**src/rtl/updown_decoder.sv**
```systemverilog
// Decodes the direction of an external up/down counter from successive samples,
// flagging illegal steps and tracking error and same-direction run counts.
module updown_decoder #(
    parameter int WIDTH = 4,
    parameter int ERR_W = 8,
    parameter int RUN_W = 8
) (
    input  logic             clk,
    input  logic             rst_n,
    input  logic             en,
    input  logic             clear,
    input  logic [WIDTH-1:0] count,
    output logic             dir_valid,
    output logic             up,
    output logic             step_err,
    output logic [ERR_W-1:0] err_cnt,
    output logic [RUN_W-1:0] run_len
);

    localparam logic [0:0] EMPTY = 1'b0;
    localparam logic [0:0] TRACK = 1'b1;

    localparam logic [WIDTH-1:0] STEP_ONE = {{(WIDTH-1){1'b0}}, 1'b1};
    localparam logic [ERR_W-1:0] ERR_ONE  = {{(ERR_W-1){1'b0}}, 1'b1};
    localparam logic [RUN_W-1:0] RUN_ONE  = {{(RUN_W-1){1'b0}}, 1'b1};

    logic [0:0]       state;
    logic [WIDTH-1:0] prev;
    logic [WIDTH-1:0] delta;
    logic             step_up;
    logic             step_dn;

    function automatic logic [ERR_W-1:0] err_sat_inc(input logic [ERR_W-1:0] v);
        return (v == {ERR_W{1'b1}}) ? v : v + ERR_ONE;
    endfunction

    function automatic logic [RUN_W-1:0] run_sat_inc(input logic [RUN_W-1:0] v);
        return (v == {RUN_W{1'b1}}) ? v : v + RUN_ONE;
    endfunction

    // Modular difference makes wrap-around steps decode like any other unit step.
    assign delta   = count - prev;
    assign step_up = (delta == STEP_ONE);
    assign step_dn = (delta == {WIDTH{1'b1}});

    always_ff @(posedge clk or negedge rst_n) begin
        if (!rst_n) begin
            state     <= EMPTY;
            prev      <= '0;
            dir_valid <= 1'b0;
            up        <= 1'b0;
            step_err  <= 1'b0;
            err_cnt   <= '0;
            run_len   <= '0;
        end else if (clear) begin
            state     <= EMPTY;
            prev      <= '0;
            dir_valid <= 1'b0;
            up        <= 1'b0;
            step_err  <= 1'b0;
            err_cnt   <= '0;
            run_len   <= '0;
        end else begin
            dir_valid <= 1'b0;
            step_err  <= 1'b0;
            if (en) begin
                prev <= count;
                if (state == EMPTY) begin
                    state <= TRACK;
                end else if (step_up || step_dn) begin
                    dir_valid <= 1'b1;
                    up        <= step_up;
                    // run_len of zero marks "no previous legal step in this run".
                    if ((run_len != '0) && (up == step_up))
                        run_len <= run_sat_inc(run_len);
                    else
                        run_len <= RUN_ONE;
                end else begin
                    step_err <= 1'b1;
                    err_cnt  <= err_sat_inc(err_cnt);
                    run_len  <= '0;
                end
            end
        end
    end

endmodule

```
**config.mk**
```make
export PLATFORM = sky130hd
export DESIGN_NAME = updown_decoder
export DESIGN_NICKNAME = d
export VERILOG_FILES = /design/src/rtl/updown_decoder.sv
export SDC_FILE = /design/constraint.sdc
export NUM_CORES = 1
export LEC_CHECK = 0
export CORE_MARGIN = 3
export CORE_UTILIZATION = 26
export DETAILED_ROUTE_END_ITERATION = 8
export PLACE_DENSITY = 0.56
export SYNTH_ARGS = -nofsm -noshare
export SYNTH_HDL_FRONTEND = slang
export SYNTH_SLANG_ARGS = --single-unit
export TNS_END_PERCENT = 5
```
**constraint.sdc**
```tcl
create_clock -name clk -period 2 [get_ports clk]
set_input_delay 0.5 -clock clk [delete_from_list [all_inputs] [get_ports clk]]
set_output_delay 0.5 -clock clk [all_outputs]
set_load 0.02 [all_outputs]
```
* After elaboration in Yosys (flattened, before gate mapping)
Index checks and enable logic that the tools add are counted. W data, S select, Z words.
Word-level totals: flip-flop bits (word level) 24, input port bits 8
Cells by class: add/subtract/negate cells 3, equality and inequality tests 8, muxes and demuxes 27, reductions and logical operators 9
Operators with widths (number):
- $mux W8 | 11
- $add A8 B1 Y8 const B | 2
- $eq A8 B8 Y1 const B | 2
- $mux W1 | 14
- $mux W4 | 2
- $reduce_bool A8 Y1 | 1
- $reduce_and A3 Y1 | 2
- $reduce_bool A2 Y1 | 3
- $eq A4 B1 Y1 const B | 1
- $eq A4 B4 Y1 const B | 1
- $ne A2 B2 Y1 const B | 2
- $ne A4 B4 Y1 const B | 1
- $reduce_and A4 Y1 | 1
- $sub A4 B4 Y4 | 1
- $eq A1 B1 Y1 | 1
- $logic_and A1 B1 Y1 | 1
- $logic_or A1 B1 Y1 | 1

* Depth between registers and ports, before layout
Gate-level depths: netlist of run 1.
word-level depth 9, gate-level depth with buffers 10, gate-level depth less buffers 10

* Worst setup path after synthesis of run 1
No wires, ideal clock.
path kind input -> register, from input port count[0], to register err_cnt[5], library setup time 0.073 ns, arrival time 2.349 ns, setup slack -0.422 ns, stages on the path 9, buffers on the path 0, cells stage by stage inv_1 -> ha_1 -> inv_1 -> fa_1 -> or4_1 -> a21oi_1 -> nor3_2 -> a21o_1 -> a21oi_2
Between the ends: word-level cells in the longest chain between the ends 5, elaborated cells between the ends (all ways) 6
RTL lines:
- start: declaration | line 12 | input logic [WIDTH-1:0] count,
- $sub A4 B4 Y4 * | line 42 | assign delta = count - prev;
- $eq A4 B1 Y1 or $eq A4 B4 Y1 (tied branches) | line 43, 44
- $logic_or A1 B1 Y1 * | line 70 | end else if (step_up || step_dn) begin
- $ne A2 B2 Y1 (no line) *
- $reduce_and A4 Y1 (no line) *
- end signal: assignment | line 80 | err_cnt <= err_sat_inc(err_cnt);
- end: declaration | line 16 | output logic [ERR_W-1:0] err_cnt,
Every way passes the cells marked *; elsewhere a longest branch is shown, timed or not. A chain may end at the register's enable or synchronous reset.

* Worst setup path in the final report of run 1
from input port count[1], to register err_cnt[4]
Same word-level chain as after synthesis.

==> impl_metrics.tcl, run 1 <==
set metrics [dict create \
    rr_startpoint "prev[0]" \
    synth_cell_types 47 \
    worst_pin_slew_ns 0.345 \
    htree_levels 1 \
    critPathKind "primary input to flip-flop" \
    synthTopCellsByCount "dfrtp_1 (24), nor2_1 (20), nand2_1 (13)" \
    dp.cells 284 \
    core_um2 5740 \
    violations "setup timing" \
    firstDrtPassIters 4 \
    vias 1398 \
    r2r_end "err_cnt[4]" \
    dr.max_layer_used "met4" \
    synthArstFlopShare_pct 100 \
    clock_sinks 24 \
    overflow 0 \
    hold_viol_final 0 \
    antenna_cells 0 \
    synth_nets 188 \
    setup_viol 19 \
    worst-path-max-fanout 8 \
    gp_congestion 0.802 \
    cts-root-buf "clkbuf_8" \
    ys_top_cells_by_area "dfrtp_1 (37%), ha_1 (4.7%), nor2_1 (4.7%), mux2i_1 (3.7%), nand2_1 (3.0%)" \
    antenna_found_initial 0 \
    place_area_um2 2110 \
    synth_seq_area_share_pct 37.5 \
    max-vdd-ir-drop_mv 0.305 \
    dr_wl_met2_um 1710 \
    fin_ws_ns -0.254 \
    ys_warn_count 0 \
    power_uw 1250 \
    grt_pass1_wl_um 6490 \
    routedWlPerCell_um 13.0 \
    area_delta_synth_final_pct 40.6 \
    clk-insertion-delay-late_ns 0.26 \
    yosys.area.top_type_share_pct 37.5 \
    first_global_vias 1397 \
    drc 0 \
    met3WireLength_um 149 \
    cts.clk_slew.worst_paths_ns 0.09 \
    fin_skew_ns 0.00314 \
    tns_ns -2.92 \
    final_cell_area_um2 2250 \
    vias_per_cell 4.80 \
    timing.final.crit_period_ns 2.25 \
    start_util_pct 27.9 \
    cts_buffer_depth 2 \
    synth_edf_count 0 \
    drv_slew 0 \
    fp.dieH_um 84.5 \
    routed_wl_um 3770 \
    cts_tree "built" \
    synth_top_cell_by_area "dfrtp_1" \
    die_area_um2 7140 \
    synth_area_um2 1600 \
    layout.nets 235 \
    critPathRequiredTime_ns 2.16 \
    worst_ep_arrival_time_ns 2.41 \
    grt_max_degree 25 \
    yosysMostFrequentCell "dfrtp_1" \
    drive_above_1_share_pct 26.9 \
    regToRegSetupSlack_ns -0.23 \
    hold_depth 2 \
    die_w_um 84.5 \
    reg2reg_depth 10 \
    end_kind "flip-flop" \
    cts_hold_buf 0 \
    ys_seq_elements 24 \
    status "finished with violations" \
    p_per_area_nw_per_um2 554 \
    rows 27 \
    port_buffers 26 \
    timing.fmax_ghz 0.444 \
    p_leak_uw 0.000904 \
    holdPathEnd "prev[2]" \
    wl_met1_um 1890 \
    syn_avg_cell_area_um2 9.26 \
    num_io_pins 27 \
    cts_buffers 3 \
    grt_usage_pct 10.9 \
    dp_hpwl_um 2870 \
    grt_setup_unrepaired "yes" \
    finalCritPeriodShare_pct 113 \
    timing.max_cap.violations 0 \
    fin_cells 291 \
    hp-class "flip-flop to flip-flop" \
    critPathLaunchType "primary input" \
    utilization_pct 39.2 \
    synth_ff_type "dfrtp_1" \
    worstHoldStart "prev[2]" \
    drtIter0Drc 47 \
    slew_headroom_pct 76.8 \
    ant_nets 0 \
    syn_inst 173 \
]
state kept, by name (all words and copies together) (netlist names):
signal,flops
dir_valid,1
err_cnt,8
prev,4
run_len,8
state,1
step_err,1
up,1
what timing repair did:
item | 4_1_cts | 5_1_grt
gates resized for setup | 17 | 5
endpoints found under the setup margin | 19 | 19
setup buffers | 1 | 2
pin swaps | 17 | 3
area by class of cell:
class / instances / area [µm²]
flip-flops and latches: 24 / 601
inverters: 8 / 42.5
repair buffers: 47 / 417
fillers: 587 / 3490
multi-input cells: 136 / 1050
well taps: 72 / 90.1
clock buffers: 4 / 55.1
stage by stage:
stage | setup WS, ns | hold slack [ns]
2_1_floorplan | -0.283 | 0.204
3_3_place_gp | -1.00 | 0.505
3_5_place_dp | -1.02 | 0.523
4_1_cts | -0.223 | 0.544
5_1_grt | -0.329 | 0.568
6_report | -0.254 | 0.534
power breakdown:
group,internal (µW),leakage (µW),total (µW),switching [µW]
clock,176,0.0000288,333,158
combinational,184,0.000546,385,201
sequential,505,0.000328,530,24.9
cells in the final DEF, fill, tap and decap left out, types with 5 or more instances in the layout:
cell,n
nand4_1,5
mux2i_1,6
nand3_1,9
inv_1,6
dfrtp_1,24
nor3_2,5
a22o_1,5
clkdlybuf4s50_1,23
o21ai_1,9
nand2_1,13
nor2_1,20
buf_4,21
routing by layer:
| layer | GRT usage [%] | up-vias |
|---|---|---|
| li1 | - | 710 |
| met1 | 15.5 | 666 |
| met2 | 16.7 | 20 |
| met3 | 2.16 | 2 |
| met4 | 3.02 | 0 |
| met5 | 0 | - |
worst max-delay path by stage:
stage                         from    endpoint  slack (ns)  cells past startpoint
after floorplan           count[0]  err_cnt[1]       -0.28                     10
after global placement    count[0]  err_cnt[1]       -1.00                     11
after detailed placement  count[0]  err_cnt[1]       -1.02                     11
after CTS                  prev[0]  err_cnt[0]       -0.22                      9
after global routing       prev[0]  err_cnt[4]       -0.33                     10
final                     count[1]  err_cnt[4]       -0.25                     10
logic make-up after synthesis:
kind of cell    share of synthesized area (%)
simple gates                             26.8
flops                                    37.5
fa+ha+maj                                5.93
buf+inv                                  3.44
xor+xnor                                 4.84
mux                                      3.75
compound gates                           17.8
critical path, stage by stage:
cell           delay, ns
dlygate4sd2_1       0.27
ha_1                0.32
and3b_2             0.26
o21ai_4             0.19
buf_4               0.16
a21oi_4             0.09
buf_4               0.15
nor4_4              0.27
xnor2_1             0.15
nor2_1              0.05
Power figures use the tool's default switching activity.
==> run 2: changes to the inputs <==
- CORE_UTILIZATION: 26 -> 48
- PLACE_DENSITY: 0.56 -> 0.85
==> run 2 against run 1 <==
Effect of this change:
- combinational power decreased by 5%
- sequential share of layout area rose by 0.87 points
- register-to-register slack hardly changed
- clock skew barely moved
- sequential cell count unchanged
- first-iteration DRC count is 120% higher
- sequential power about the same
- count of clock-buffer cells in the layout is 1 lower
- highest routed layer unchanged
- the flow still finishes with violations (setup timing)
- clock power rose by 7.5%
==> impl_metrics.tcl, run 2 (synthesis results as in run 1) <==
set metrics [dict create \
    status "finished with violations" \
    cts_tree "built" \
    worst-path-max-fanout 8 \
    hold_viol_final 0 \
    setup_viol 19 \
    port_buffers 26 \
    hp-class "primary input to async pin" \
    multi_input_area_um2 1040 \
    die_area_um2 4070 \
    num_io_pins 27 \
    area_delta_synth_final_pct 36.1 \
    gp_congestion 0.805 \
    grt_max_degree 25 \
    timing.max_cap.violations 0 \
    slew_headroom_pct 68.2 \
    end_kind "flip-flop" \
    seqCellArea_um2 601 \
    dp_hpwl_um 2790 \
    core_um2 3130 \
    cts_buffers 3 \
    worst_pin_slew_ns 0.473 \
    timing.final.crit_period_ns 2.24 \
    layout_commonest_cell "dfrtp_1" \
    p_sw_uw 381 \
    cts-root-buf "clkbuf_4" \
    clock_power_share_pct 28.5 \
    drv_slew 0 \
    clk-insertion-delay-late_ns 0.32 \
    utilization_pct 69.8 \
    max-vdd-ir-drop_mv 0.420 \
    antenna_found_initial 0 \
    clock_sinks 24 \
    p_leak_uw 0.000952 \
    overflow 0 \
    layout_common_cells "dfrtp_1 (24), nor2_1 (20), clkdlybuf4s50_1 (19)" \
    critPathLaunchType "flip-flop" \
    antenna_cells 0 \
    cts_hold_buf 0 \
    comb_power_share_pct 29.1 \
    fill_cells 228 \
    rows 20 \
    die_w_um 63.8 \
    internal_power_uw 877 \
    fin_ws_ns -0.239 \
    p_seq_share_pct 42.4 \
    p_per_area_nw_per_um2 577 \
    detailedPlace.worstSlack_ns -1.04 \
    critPathKind "flip-flop to flip-flop" \
    finalCritPeriodShare_pct 112 \
    critPathRequiredTime_ns 2.25 \
    startpoint "prev[0]" \
    ant_nets 0 \
    holdWs_ns 0.514 \
    routed_wl_um 3810 \
    drc 0 \
    grt_pass1_wl_um 6760 \
    firstDrtPassIters 4 \
    start_util_pct 51.2 \
    drive_above_1_share_pct 26.0 \
    first_global_vias 1463 \
    vias_per_cell 5.68 \
    biggestRegsByFlops "err_cnt: 8 flops, run_len: 8 flops, prev: 4 flops" \
    routedWlPerCell_um 14.7 \
    fin_skew_ns 0.00320 \
    cts_buffer_depth 2 \
    drtIter0Drc 102 \
    timing.fmax_ghz 0.447 \
    rr_startpoint "prev[0]" \
    layout.nets 231 \
    vias 1472 \
    fp.dieH_um 63.8 \
    htree_levels 1 \
    worst_ep_arrival_time_ns 2.49 \
    grt_setup_unrepaired "yes" \
    sw_frac_of_total_pct 30.3 \
    violations "setup timing" \
    grt_usage_pct 20.3 \
    power_uw 1260 \
    cts.clk_slew.worst_paths_ns 0.14 \
]
==> run 2: power groups by stage <==
stage,Clock (µW),Sequential [µW],Combinational [µW]
after global routing,388,539,399
after detailed placement,0,541,330
after global placement,0,540,314
final,358,533,367
after CTS,367,534,361
after floorplan,0,554,185
==> run 2: critical path, stage by stage (launching register included) <==
cell	delay (ns)
dfrtp_1	0.41
ha_4	0.15
inv_2	0.04
fa_2	0.36
xor2_2	0.17
or3_4	0.39
a21oi_4	0.26
xor2_1	0.19
o21ai_1	0.08
mux2i_1	0.13
==> run 2: repair_timing <==
action                     CTS  global route
pin swaps                   22             3
setup endpoints to repair   19            25
resized for setup           19             6
setup buffers                2             1
==> run 2: area by class of cell <==
cell class,instances,share of cell area [%]
timing repair buffer,43,18.1
clock buffer,3,1.03
inverter,8,1.95
tap,44,2.52
clock inverter,1,1.38
sequential,24,27.5
multi-input combinational,136,47.5
==> run 2: path summary, 6_finish.rpt <==
| kind | to | slack, ns | cells past startpoint |
|---|---|---|---|
| max in group asynchronous | up | 1.24 | 2 |
| min in group clk | prev[1] | 0.55 | 2 |
| max reg2reg | run_len[0] | -0.24 | 9 |
| max | run_len[0] | -0.24 | 9 |
| min | run_len[2] | 0.51 | 2 |
| min reg2reg | prev[1] | 0.55 | 2 |
==> run 2: metrics by stage <==
step | setup TNS, ns | std cells | area, µm²
after global placement | -17.22 | 252 | 2040
after global routing | -5.07 | 259 | 2180
final | -3.10 | 259 | 2180
after detailed placement | -18.06 | 252 | 2040
after CTS | -3.10 | 258 | 2150
after floorplan | -3.61 | 173 | 1650
==> run 2: per-layer routing <==
layer,vias up,global-route usage (%),wire [µm]
li1,697,-,-
met1,710,26.7,1620
met2,55,34.1,1960
met3,10,2.81,199
met4,0,6.74,39
met5,-,0,0
==> run 3: changes to the inputs <==
- HOLD_SLACK_MARGIN: default -> 0.08
==> results of run 3 <==
Same layout as run 2: the final DEF is identical, and so are final timing and power.
